$ cat config.mk
export PLATFORM = sky130hd
export DESIGN_NAME = lsu_mem_stage_flat
export DESIGN_NICKNAME = d
export VERILOG_FILES = /design/src/rtl/lsu_pkg.sv /design/src/rtl/lsu_mem_stage_if.sv /design/src/rtl/lsu_lane_align.sv /design/src/rtl/lsu_mem_stage.sv /design/src/flat_wrapper.sv
export SDC_FILE = /design/constraint.sdc
export NUM_CORES = 1
export LEC_CHECK = 0
export CAP_MARGIN = 25
export CORE_MARGIN = 2
export CORE_UTILIZATION = 45
export CTS_CLUSTER_SIZE = 24
export DETAILED_ROUTE_END_ITERATION = 10
export HOLD_SLACK_MARGIN = 0.02
export PLACE_DENSITY = 0.8
export SKIP_LAST_GASP = 1
export SYNTH_ARGS = -nofsm -noshare
export SYNTH_HDL_FRONTEND = slang
export SYNTH_SLANG_ARGS = --single-unit
$ cat constraint.sdc
create_clock -name clk -period 3.4 [get_ports clk]
set_input_delay 0.68 -clock clk [delete_from_list [all_inputs] [get_ports clk]]
set_output_delay 0.68 -clock clk [all_outputs]
set_load 0.02 [all_outputs]
$ cat src/rtl/lsu_pkg.sv
// Shared encodings for the MEM-stage load/store unit: funct3 access codes,
// byte-strobe size masks and the bus-transaction FSM state type.
package lsu_pkg;

  localparam logic [2:0] F3_B  = 3'b000;
  localparam logic [2:0] F3_H  = 3'b001;
  localparam logic [2:0] F3_W  = 3'b010;
  localparam logic [2:0] F3_D  = 3'b011;
  localparam logic [2:0] F3_BU = 3'b100;
  localparam logic [2:0] F3_HU = 3'b101;
  localparam logic [2:0] F3_WU = 3'b110;

  localparam logic [7:0] STRB_B = 8'h01;
  localparam logic [7:0] STRB_H = 8'h03;
  localparam logic [7:0] STRB_W = 8'h0F;
  localparam logic [7:0] STRB_D = 8'hFF;

  typedef enum logic [1:0] {
    StIdle,
    StReq,
    StResp,
    StDone
  } lsu_state_t;

endpackage

$ cat src/rtl/lsu_mem_stage_if.sv
// Valid/ready data-memory bus between the LSU (master) and the memory (slave).
interface lsu_mem_stage_if #(
  parameter int unsigned ADDR_W = 64,
  parameter int unsigned DATA_W = 64
);
  logic                  mem_req_valid;
  logic                  mem_req_ready;
  logic                  mem_req_we;
  logic [ADDR_W-1:0]     mem_req_addr;
  logic [DATA_W-1:0]     mem_req_wdata;
  logic [DATA_W/8-1:0]   mem_req_wstrb;
  logic                  mem_rsp_valid;
  logic [DATA_W-1:0]     mem_rsp_rdata;

  modport master (
    output mem_req_valid, mem_req_we, mem_req_addr, mem_req_wdata, mem_req_wstrb,
    input  mem_req_ready, mem_rsp_valid, mem_rsp_rdata
  );

  modport slave (
    input  mem_req_valid, mem_req_we, mem_req_addr, mem_req_wdata, mem_req_wstrb,
    output mem_req_ready, mem_rsp_valid, mem_rsp_rdata
  );
endinterface

$ cat src/rtl/lsu_lane_align.sv
// Byte-lane steering for an 8-lane bus: misalignment detect, store strobes and
// shifted write data, and load extraction with sign/zero extension.
module lsu_lane_align
  import lsu_pkg::*;
(
  input  logic [2:0]  off,
  input  logic [2:0]  funct3,
  input  logic [63:0] store_data,
  input  logic [63:0] load_raw,
  output logic        misalign,
  output logic [7:0]  strb,
  output logic [63:0] wdata,
  output logic [63:0] load_data
);

  logic [7:0]  size_mask;
  logic [63:0] shifted;

  always_comb begin
    size_mask = STRB_D;
    misalign  = 1'b0;
    unique case (funct3[1:0])
      2'b00: begin
        size_mask = STRB_B;
        misalign  = 1'b0;
      end
      2'b01: begin
        size_mask = STRB_H;
        misalign  = off[0];
      end
      2'b10: begin
        size_mask = STRB_W;
        misalign  = |off[1:0];
      end
      default: begin
        size_mask = STRB_D;
        misalign  = |off;
      end
    endcase
  end

  assign strb    = size_mask << off;
  assign wdata   = store_data << {off, 3'b000};
  assign shifted = load_raw >> {off, 3'b000};

  // funct3 111 has no load of its own and falls through to the full doubleword.
  always_comb begin
    load_data = shifted;
    case (funct3)
      F3_B:    load_data = {{56{shifted[7]}}, shifted[7:0]};
      F3_H:    load_data = {{48{shifted[15]}}, shifted[15:0]};
      F3_W:    load_data = {{32{shifted[31]}}, shifted[31:0]};
      F3_BU:   load_data = {56'd0, shifted[7:0]};
      F3_HU:   load_data = {48'd0, shifted[15:0]};
      F3_WU:   load_data = {32'd0, shifted[31:0]};
      default: load_data = shifted;
    endcase
  end

endmodule

$ cat src/rtl/lsu_mem_stage.sv
// MEM-stage load/store unit: one valid/ready bus transaction per memory instruction.
// Optional response watchdog enabled by defining LSU_TIMEOUT_EN.
module lsu_mem_stage
  import lsu_pkg::*;
#(
  parameter int unsigned ADDR_W         = 64,
  parameter int unsigned DATA_W         = 64,
  parameter int unsigned TIMEOUT_CYCLES = 255
) (
  input  logic              clk,
  input  logic              rst,
  input  logic              MemReadM,
  input  logic              MemWriteM,
  input  logic [2:0]        funct3M,
  input  logic [ADDR_W-1:0] ALUResultM,
  input  logic [DATA_W-1:0] WriteDataM,
  output logic [DATA_W-1:0] ReadDataM,
  output logic              StallM,
  output logic              MisalignM,
  output logic              BusErrM,
  lsu_mem_stage_if.master   bus
);

  if (DATA_W != 64) begin : g_bad_data_w
    $error("lsu_mem_stage: DATA_W must be 64");
  end
  if (TIMEOUT_CYCLES == 0) begin : g_bad_timeout
    $error("lsu_mem_stage: TIMEOUT_CYCLES must be at least 1");
  end

  lsu_state_t        state_q, state_d;
  logic              acc, issue, reject;
  logic              req_we_q;
  logic [ADDR_W-1:0] req_addr_q;
  logic [63:0]       req_wdata_q;
  logic [7:0]        req_wstrb_q;
  logic [2:0]        off_q, f3_q;
  logic              misalign_q;
  logic              timeout;

  logic [2:0]  sel_off, sel_f3;
  logic        misalign;
  logic [7:0]  lane_strb;
  logic [63:0] lane_wdata, load_data;

  assign acc    = MemReadM | MemWriteM;
  assign issue  = (state_q == StIdle) && acc && !misalign;
  assign reject = (state_q == StIdle) && acc && misalign;

  // Live instruction fields drive the aligner in IDLE; the registered copy afterwards.
  assign sel_off = (state_q == StIdle) ? ALUResultM[2:0] : off_q;
  assign sel_f3  = (state_q == StIdle) ? funct3M : f3_q;

  lsu_lane_align u_lane_align (
    .off        (sel_off),
    .funct3     (sel_f3),
    .store_data (WriteDataM),
    .load_raw   (bus.mem_rsp_rdata),
    .misalign   (misalign),
    .strb       (lane_strb),
    .wdata      (lane_wdata),
    .load_data  (load_data)
  );

`ifdef LSU_TIMEOUT_EN
  localparam int unsigned CntW = $clog2(TIMEOUT_CYCLES + 1);

  logic [CntW-1:0] cnt_q;
  logic            bus_err_q;

  assign timeout = (state_q == StResp) && !bus.mem_rsp_valid &&
                   (cnt_q == CntW'(TIMEOUT_CYCLES - 1));

  always_ff @(posedge clk or negedge rst) begin
    if (!rst) begin
      cnt_q     <= '0;
      bus_err_q <= 1'b0;
    end else begin
      bus_err_q <= timeout;
      if ((state_q == StReq) && bus.mem_req_ready) begin
        cnt_q <= '0;
      end else if (state_q == StResp) begin
        cnt_q <= cnt_q + 1'b1;
      end
    end
  end

  assign BusErrM = bus_err_q;
`else
  assign timeout = 1'b0;
  assign BusErrM = 1'b0;
`endif

  always_comb begin
    state_d = state_q;
    StallM  = 1'b0;
    unique case (state_q)
      StIdle: begin
        StallM = acc;
        if (acc) state_d = misalign ? StDone : StReq;
      end
      StReq: begin
        StallM = 1'b1;
        if (bus.mem_req_ready) state_d = StResp;
      end
      StResp: begin
        StallM = 1'b1;
        if (bus.mem_rsp_valid || timeout) state_d = StDone;
      end
      StDone: begin
        state_d = StIdle;
      end
      default: state_d = StIdle;
    endcase
  end

  always_ff @(posedge clk or negedge rst) begin
    if (!rst) begin
      state_q     <= StIdle;
      req_we_q    <= 1'b0;
      req_addr_q  <= '0;
      req_wdata_q <= '0;
      req_wstrb_q <= '0;
      off_q       <= '0;
      f3_q        <= '0;
      misalign_q  <= 1'b0;
      ReadDataM   <= '0;
    end else begin
      state_q    <= state_d;
      misalign_q <= reject;
      if (issue) begin
        req_we_q    <= MemWriteM;
        req_addr_q  <= {ALUResultM[ADDR_W-1:3], 3'b000};
        req_wdata_q <= MemWriteM ? lane_wdata : 64'd0;
        req_wstrb_q <= MemWriteM ? lane_strb : 8'd0;
        off_q       <= ALUResultM[2:0];
        f3_q        <= funct3M;
      end
      if (reject || timeout) begin
        ReadDataM <= '0;
      end else if ((state_q == StResp) && bus.mem_rsp_valid && !req_we_q) begin
        ReadDataM <= load_data;
      end
    end
  end

  assign bus.mem_req_valid = (state_q == StReq);
  assign bus.mem_req_we    = req_we_q;
  assign bus.mem_req_addr  = req_addr_q;
  assign bus.mem_req_wdata = req_wdata_q;
  assign bus.mem_req_wstrb = req_wstrb_q;
  assign MisalignM         = misalign_q;

endmodule

$ cat src/flat_wrapper.sv
// flat-port wrapper written by rule: the top's interface ports become plain ports
module lsu_mem_stage_flat import lsu_pkg::*;
#(
  parameter int unsigned ADDR_W         = 64,
  parameter int unsigned DATA_W         = 64,
  parameter int unsigned TIMEOUT_CYCLES = 255
)
  (clk, rst, MemReadM, MemWriteM, funct3M, ALUResultM, WriteDataM, ReadDataM, StallM, MisalignM, BusErrM, bus_mem_req_valid, bus_mem_req_we, bus_mem_req_addr, bus_mem_req_wdata, bus_mem_req_wstrb, bus_mem_req_ready, bus_mem_rsp_valid, bus_mem_rsp_rdata);
  lsu_mem_stage_if #(.ADDR_W(ADDR_W), .DATA_W(DATA_W)) bus_i ();
  input  logic clk;
  input  logic rst;
  input  logic MemReadM;
  input  logic MemWriteM;
  input  logic [2:0] funct3M;
  input  logic [ADDR_W-1:0] ALUResultM;
  input  logic [DATA_W-1:0] WriteDataM;
  output logic [DATA_W-1:0] ReadDataM;
  output logic StallM;
  output logic MisalignM;
  output logic BusErrM;
  output wire logic [$bits(bus_i.mem_req_valid)-1:0] bus_mem_req_valid;
  output wire logic [$bits(bus_i.mem_req_we)-1:0] bus_mem_req_we;
  output wire logic [$bits(bus_i.mem_req_addr)-1:0] bus_mem_req_addr;
  output wire logic [$bits(bus_i.mem_req_wdata)-1:0] bus_mem_req_wdata;
  output wire logic [$bits(bus_i.mem_req_wstrb)-1:0] bus_mem_req_wstrb;
  input wire logic [$bits(bus_i.mem_req_ready)-1:0] bus_mem_req_ready;
  input wire logic [$bits(bus_i.mem_rsp_valid)-1:0] bus_mem_rsp_valid;
  input wire logic [$bits(bus_i.mem_rsp_rdata)-1:0] bus_mem_rsp_rdata;
  assign bus_mem_req_valid = bus_i.mem_req_valid;
  assign bus_mem_req_we = bus_i.mem_req_we;
  assign bus_mem_req_addr = bus_i.mem_req_addr;
  assign bus_mem_req_wdata = bus_i.mem_req_wdata;
  assign bus_mem_req_wstrb = bus_i.mem_req_wstrb;
  assign bus_i.mem_req_ready = bus_mem_req_ready;
  assign bus_i.mem_rsp_valid = bus_mem_rsp_valid;
  assign bus_i.mem_rsp_rdata = bus_mem_rsp_rdata;
  lsu_mem_stage #(.ADDR_W(ADDR_W), .DATA_W(DATA_W), .TIMEOUT_CYCLES(TIMEOUT_CYCLES)) u_core (.clk(clk), .rst(rst), .MemReadM(MemReadM), .MemWriteM(MemWriteM), .funct3M(funct3M), .ALUResultM(ALUResultM), .WriteDataM(WriteDataM), .ReadDataM(ReadDataM), .StallM(StallM), .MisalignM(MisalignM), .BusErrM(BusErrM), .bus(bus_i));
endmodule
==> flow_metrics.py <==
metrics = {
    "logic_synthesis": {
        "yosysTopAreaCell": "dfrtp_1",
        "netlist_area_um2": 11300,
        "synth_seq_area_share": 0.457,
        "yosys.cell_count.top_type": "nand2_1",
        "yosys-top-cells-area": "dfrtp_1 (46%), nand2_1 (13%), mux4_2 (7.3%)",
        "synth_edf_count": 0,
        "yosys-top-cells-count": "nand2_1 (397), dfrtp_1 (207), o21ai_0 (84)",
        "synth_ff_type": "dfrtp_1",
        "netlist_instances": 1208,
        "ys_ff_latch": 207,
        "syn-mean-instance-area_um2": 9.39,
        "yosysWarnings": 0,
        "ys_types": 54,
        "synth_top_area_frac": 0.457,
        "async_flop_share": 1.00,
    },
    "clock_network": {
        "cts_buffer_depth": 3,
        "root_buffer": "clkbuf_16",
        "ctsHoldBuffers": 0,
        "cts-resized-gates": 0,
        "cts_tree": "done",
        "htree_levels": 1,
        "cts_setup_buffers": 0,
        "path_clk_slew_ps": 60,
        "clock_latency_ps": 520,
        "numCtsBuffers": 24,
        "clock_sinks": 207,
    },
    "drt": {
        "firstDrtPassIters": 6,
        "ant_nets": 0,
        "drc": 0,
        "drtIter0Drc": 1096,
        "wl_per_cell_um": 22.0,
        "vias": 11400,
        "drt-total-wl_um": 42600,
        "vias_per_cell": 5.87,
    },
    "global_route": {
        "antenna_found_initial": 4,
        "grt_max_degree": 81,
        "track_usage": 0.312,
        "grt_pass1_vias": 11300,
        "grt_pass1_wl_um": 64400,
        "grt_overflow": 0,
    },
    "sta": {
        "tightestPinTransition_ps": 1020,
        "setup_ws_ps": 230,
        "fin_crit_ps": 3170,
        "finClkSkew_ps": 26.0,
        "maxSlewViolCount": 0,
        "hold_violations": 0,
        "setup_viol": 0,
        "slew_headroom": 0.319,
        "tns_ps": 0,
        "max_freq_mhz": 315,
        "rsz0062_at_grt": "false",
        "period_share": 0.932,
    },
    "floorplanning": {
        "fp.coreArea_um2": 25000,
        "start_util": 0.454,
        "die_w_um": 163,
        "die_h_um": 163,
        "ios": 406,
        "dieArea_um2": 26500,
        "rows": 58,
    },
    "finish": {
        "fin_nets": 1792,
        "finalNonFillerCells": 1935,
        "syn_to_final_growth_pct": 46.6,
        "drive_above_1_share": 0.0880,
        "post-route-util": 0.666,
    },
    "setup_path": {
        "path_max_fanout": 8,
        "arrival_ps": 2490,
        "worstSetupStartpointType": "flop",
        "crit_type": "flop to output port",
        "end_kind": "output port",
        "cp.required_ps": 2720,
    },
    "pwr": {
        "vdd_drop_max_v": 0.000532,
        "p_per_area_nw_per_um2": 1050,
        "power.leakage_nw": 7.39,
        "power_mw": 17.4,
    },
    "placed_design": {
        "dp_cells": 1890,
        "io_buffers": 401,
        "globalplace.congestion": 0.949,
        "hpwlAfterDp_um": 31100,
        "preCtsSetupSlack_ps": 67.4,
    },
    "job": {
        "maxCapViolCount": 0,
    },
    "outcome": {
        "status": "finished, final reports clean",
    },
    "worst_hold_path": {
        "hold_class": "primary input to asynchronous set/reset pin",
    },
}
-- critical path: stages, from the launching register on --
cell and delay, ps:
dfrtp_1 410, inv_1 120, ha_1 330, o21ai_1 110, buf_4 180, a21oi_1 210, clkdlybuf4s50_1 640
-- kinds of logic (layout without fill, tap and decap cells) --
logic type               count (synthesis)  in the layout  share of synthesized area
adder cells (fa/ha/maj)                  4              4                    0.00441
AND/OR/NAND/NOR                        489            489                      0.173
AO/OA/AOI/OAI                          290            290                      0.177
flip-flops                             207            207                      0.457
other                                    1              6                   0.000331
multiplexers                           115            115                      0.146
buffers and inverters                  102            494                     0.0431
-- where the power goes --
group	internal, mW	switching, mW	total (mW)
Clock	1.58	1.04	2.61
Sequential	3.45	0.625	4.08
Combinational	4.50	6.18	10.7
Total	9.53	7.84	17.4
-- registers in the layout, indices dropped and copies added (netlist names) --
| signal | count |
|---|---|
| u_core.bus.mem_req_wstrb | 8 |
| u_core.off_q | 3 |
| u_core.MisalignM | 1 |
| u_core.bus.mem_req_wdata | 64 |
| u_core.bus.mem_req_we | 1 |
| u_core.state_q | 2 |
| u_core.f3_q | 3 |
| u_core.bus.mem_req_addr | 61 |
| u_core.ReadDataM | 64 |
-- routing by layer --
metal | vias up | share of wire | global-route usage | wire, µm
li1 | 5051 | - | - | -
met1 | 5482 | 0.37 | 0.385 | 15900
met2 | 691 | 0.49 | 0.530 | 20800
met3 | 131 | 0.091 | 0.0632 | 3880
met4 | 4 | 0.046 | 0.138 | 1970
met5 | - | 0.00056 | 0 | 24
-- per-stage QoR --
stage,hold WS [ps],instance area [µm²]
final,87.8,16600
after CTS,103,16600
after floorplan,384,11400
after global routing,124,16600
after detailed placement,461,15800
after global placement,457,15800
-- cell usage in the layout, fill, tap and decap left out, types with 8 or more instances in the layout --
cell / Yosys / final
clkdlybuf4s50_1: 0 / 400
nand2_1: 397 / 397
dfrtp_1: 207 / 207
o21ai_0: 84 / 84
mux2i_1: 69 / 69
a22o_1: 64 / 64
nor2_1: 44 / 44
a21oi_1: 38 / 38
mux4_2: 37 / 37
buf_4: 10 / 36
nand3_1: 26 / 26
clkbuf_16: 0 / 25
o211ai_1: 16 / 16
a22oi_1: 10 / 10
o22ai_1: 10 / 10
a32o_1: 10 / 10
a31oi_1: 9 / 9
a32oi_1: 9 / 9
buf_12: 0 / 9
a311oi_1: 8 / 8
a211o_1: 8 / 8
-- final timing paths --
path	from	end	slack [ps]	cells past startpoint
max	u_core.state_q[0]	StallM	230	6
min	rst	u_core.bus.mem_req_wstrb[0]	90	1
max reg2reg	u_core.state_q[0]	u_core.ReadDataM[30]	260	10
min reg2reg	u_core.bus.mem_req_addr[48]	u_core.bus.mem_req_addr[48]	470	2
max in group asynchronous	rst	u_core.ReadDataM[31]	2470	2
min in group clk	u_core.bus.mem_req_addr[48]	u_core.bus.mem_req_addr[48]	470	2
-- area by class of cell --
cell class	instances	area, µm²
inverter	6	22.5
clock inverter	8	96.3
timing repair buffer	446	4470
sequential	207	5180
tap	330	413
multi-input combinational	902	5730
clock buffer	34	699
fill	1958	8340
antenna	2	5.00
Power figures use the tool's default switching activity.
==> patch, RTL diff (same flow settings) <==
`ADDR_W` is set to 64 in 3 places; all go to 96.
--- a/src/rtl/lsu_mem_stage_if.sv
+++ b/src/rtl/lsu_mem_stage_if.sv
@@ -1,6 +1,6 @@
 // Valid/ready data-memory bus between the LSU (master) and the memory (slave).
 interface lsu_mem_stage_if #(
-  parameter int unsigned ADDR_W = 64,
+  parameter int unsigned ADDR_W = 96,
   parameter int unsigned DATA_W = 64
 );
   logic                  mem_req_valid;
--- a/src/rtl/lsu_mem_stage.sv
+++ b/src/rtl/lsu_mem_stage.sv
@@ -3,7 +3,7 @@
 module lsu_mem_stage
   import lsu_pkg::*;
 #(
-  parameter int unsigned ADDR_W         = 64,
+  parameter int unsigned ADDR_W         = 96,
   parameter int unsigned DATA_W         = 64,
   parameter int unsigned TIMEOUT_CYCLES = 255
 ) (
--- a/src/flat_wrapper.sv
+++ b/src/flat_wrapper.sv
@@ -1,7 +1,7 @@
 // flat-port wrapper written by rule: the top's interface ports become plain ports
 module lsu_mem_stage_flat import lsu_pkg::*;
 #(
-  parameter int unsigned ADDR_W         = 64,
+  parameter int unsigned ADDR_W         = 96,
   parameter int unsigned DATA_W         = 64,
   parameter int unsigned TIMEOUT_CYCLES = 255
 )
Ports: changed (resized ALUResultM and bus_mem_req_addr); port bits go from 406 to 470. The function was not compared with the original's and may differ.
==> patch against the unedited design <==
Non-clock buffer count increased by 74; synthesized area rose by 9.9%; setup slack gained 0.041 ns; critical path type is now reg2reg; hold slack gained 0.088 ns; combinational power is 11% higher; final cell count increased by 13%; total power increased by 13%; largest cell class unchanged; sequential cell count is 32 higher; design area is 12% higher; wire length is 16% higher; synthesized cell count up 11%.
==> patch: results (changes against the unedited design) <==
[placement]
dpl_cell_area_um2=17740  ; +12%
io_buffers=465  ; +16%
place_congestion=0.9270  ; -2.3%
place_inst=2135  ; +13%

[routing]
viasPerCell=5.732  ; -2.4%
wirelength_mm=49.35  ; +16%
highest_layer=met4

[power]
pwr-share-clk_pct=15.7  ; +0.7 points
clk-power_mw=3.09  ; +18%
switching_power_mw=8.839  ; +13%
peakVddDrop_v=0.0005635  ; +6.0%
leakage_nw=8.419  ; +14%
p_seq_share_pct=24.1  ; +0.6 points

[setup_path]
worstPathMaxFanout=38  ; +30
cpPeakStageDelay_ns=0.71  ; +0.07 ns
crit_buf_inv=4  ; +1
arrival_ns=3.58  ; +1.09 ns
slowest_stage=nor2_4

[global_routing]
use_met3_pct=6.837  ; +0.52 points
use_met1_pct=39.99  ; +1.4 points
grt.met2_usage_pct=57.60  ; +4.6 points
grt.total_usage_pct=33.36  ; +2.2 points
grt_pass1_vias=12290  ; +8.9%

[layout]
clk_share_pct=5.004  ; +0.22 points
clock_buffers=39  ; +15%
final_area_um2=18680  ; +12%
register_area_um2=5981  ; +15%

[run_status]
outcome=finished clean

[cts]
cts_made_buffers=27  ; +13%
numClockSinks=239  ; +15%

[die]
die-area_um2=29030  ; +9.6%

[yosys]
synthAdderAreaFrac_pct=0.4017  ; -0.040 points
yosysSeqAreaShare_pct=48.00  ; +2.3 points
synthCells=1344  ; +11%
synth_compound_area_share_pct=15.99  ; -1.7 points

[timing]
relSlewSlack_pct=29.35  ; -2.6 points

-- patch: cell count changes in the layout (fill, tap and decap cells not counted), sizes merged --
cell	change
buf	+10
bufinv	+2
clkbuf	+5
clkdlybuf4s50	+64
clkinvlp	-1
dfrtp	+32
diode	-1
inv	+1
nand2	+96
-- patch: final timing paths --
| path | from | endpoint | slack, ns | depth (start not counted) |
|---|---|---|---|---|
| hold / removal | rst | u_core.bus.mem_req_addr[93] | 0.18 | 1 |
| hold reg to reg | u_core.bus.mem_req_addr[14] | u_core.bus.mem_req_addr[14] | 0.47 | 2 |
| setup reg to reg | u_core.state_q[0] | u_core.ReadDataM[18] | 0.27 | 11 |
| setup / recovery | u_core.state_q[0] | u_core.ReadDataM[18] | 0.27 | 11 |
| max in group asynchronous | rst | u_core.bus.mem_req_addr[16] | 2.38 | 2 |
| min in group clk | u_core.bus.mem_req_addr[14] | u_core.bus.mem_req_addr[14] | 0.47 | 2 |
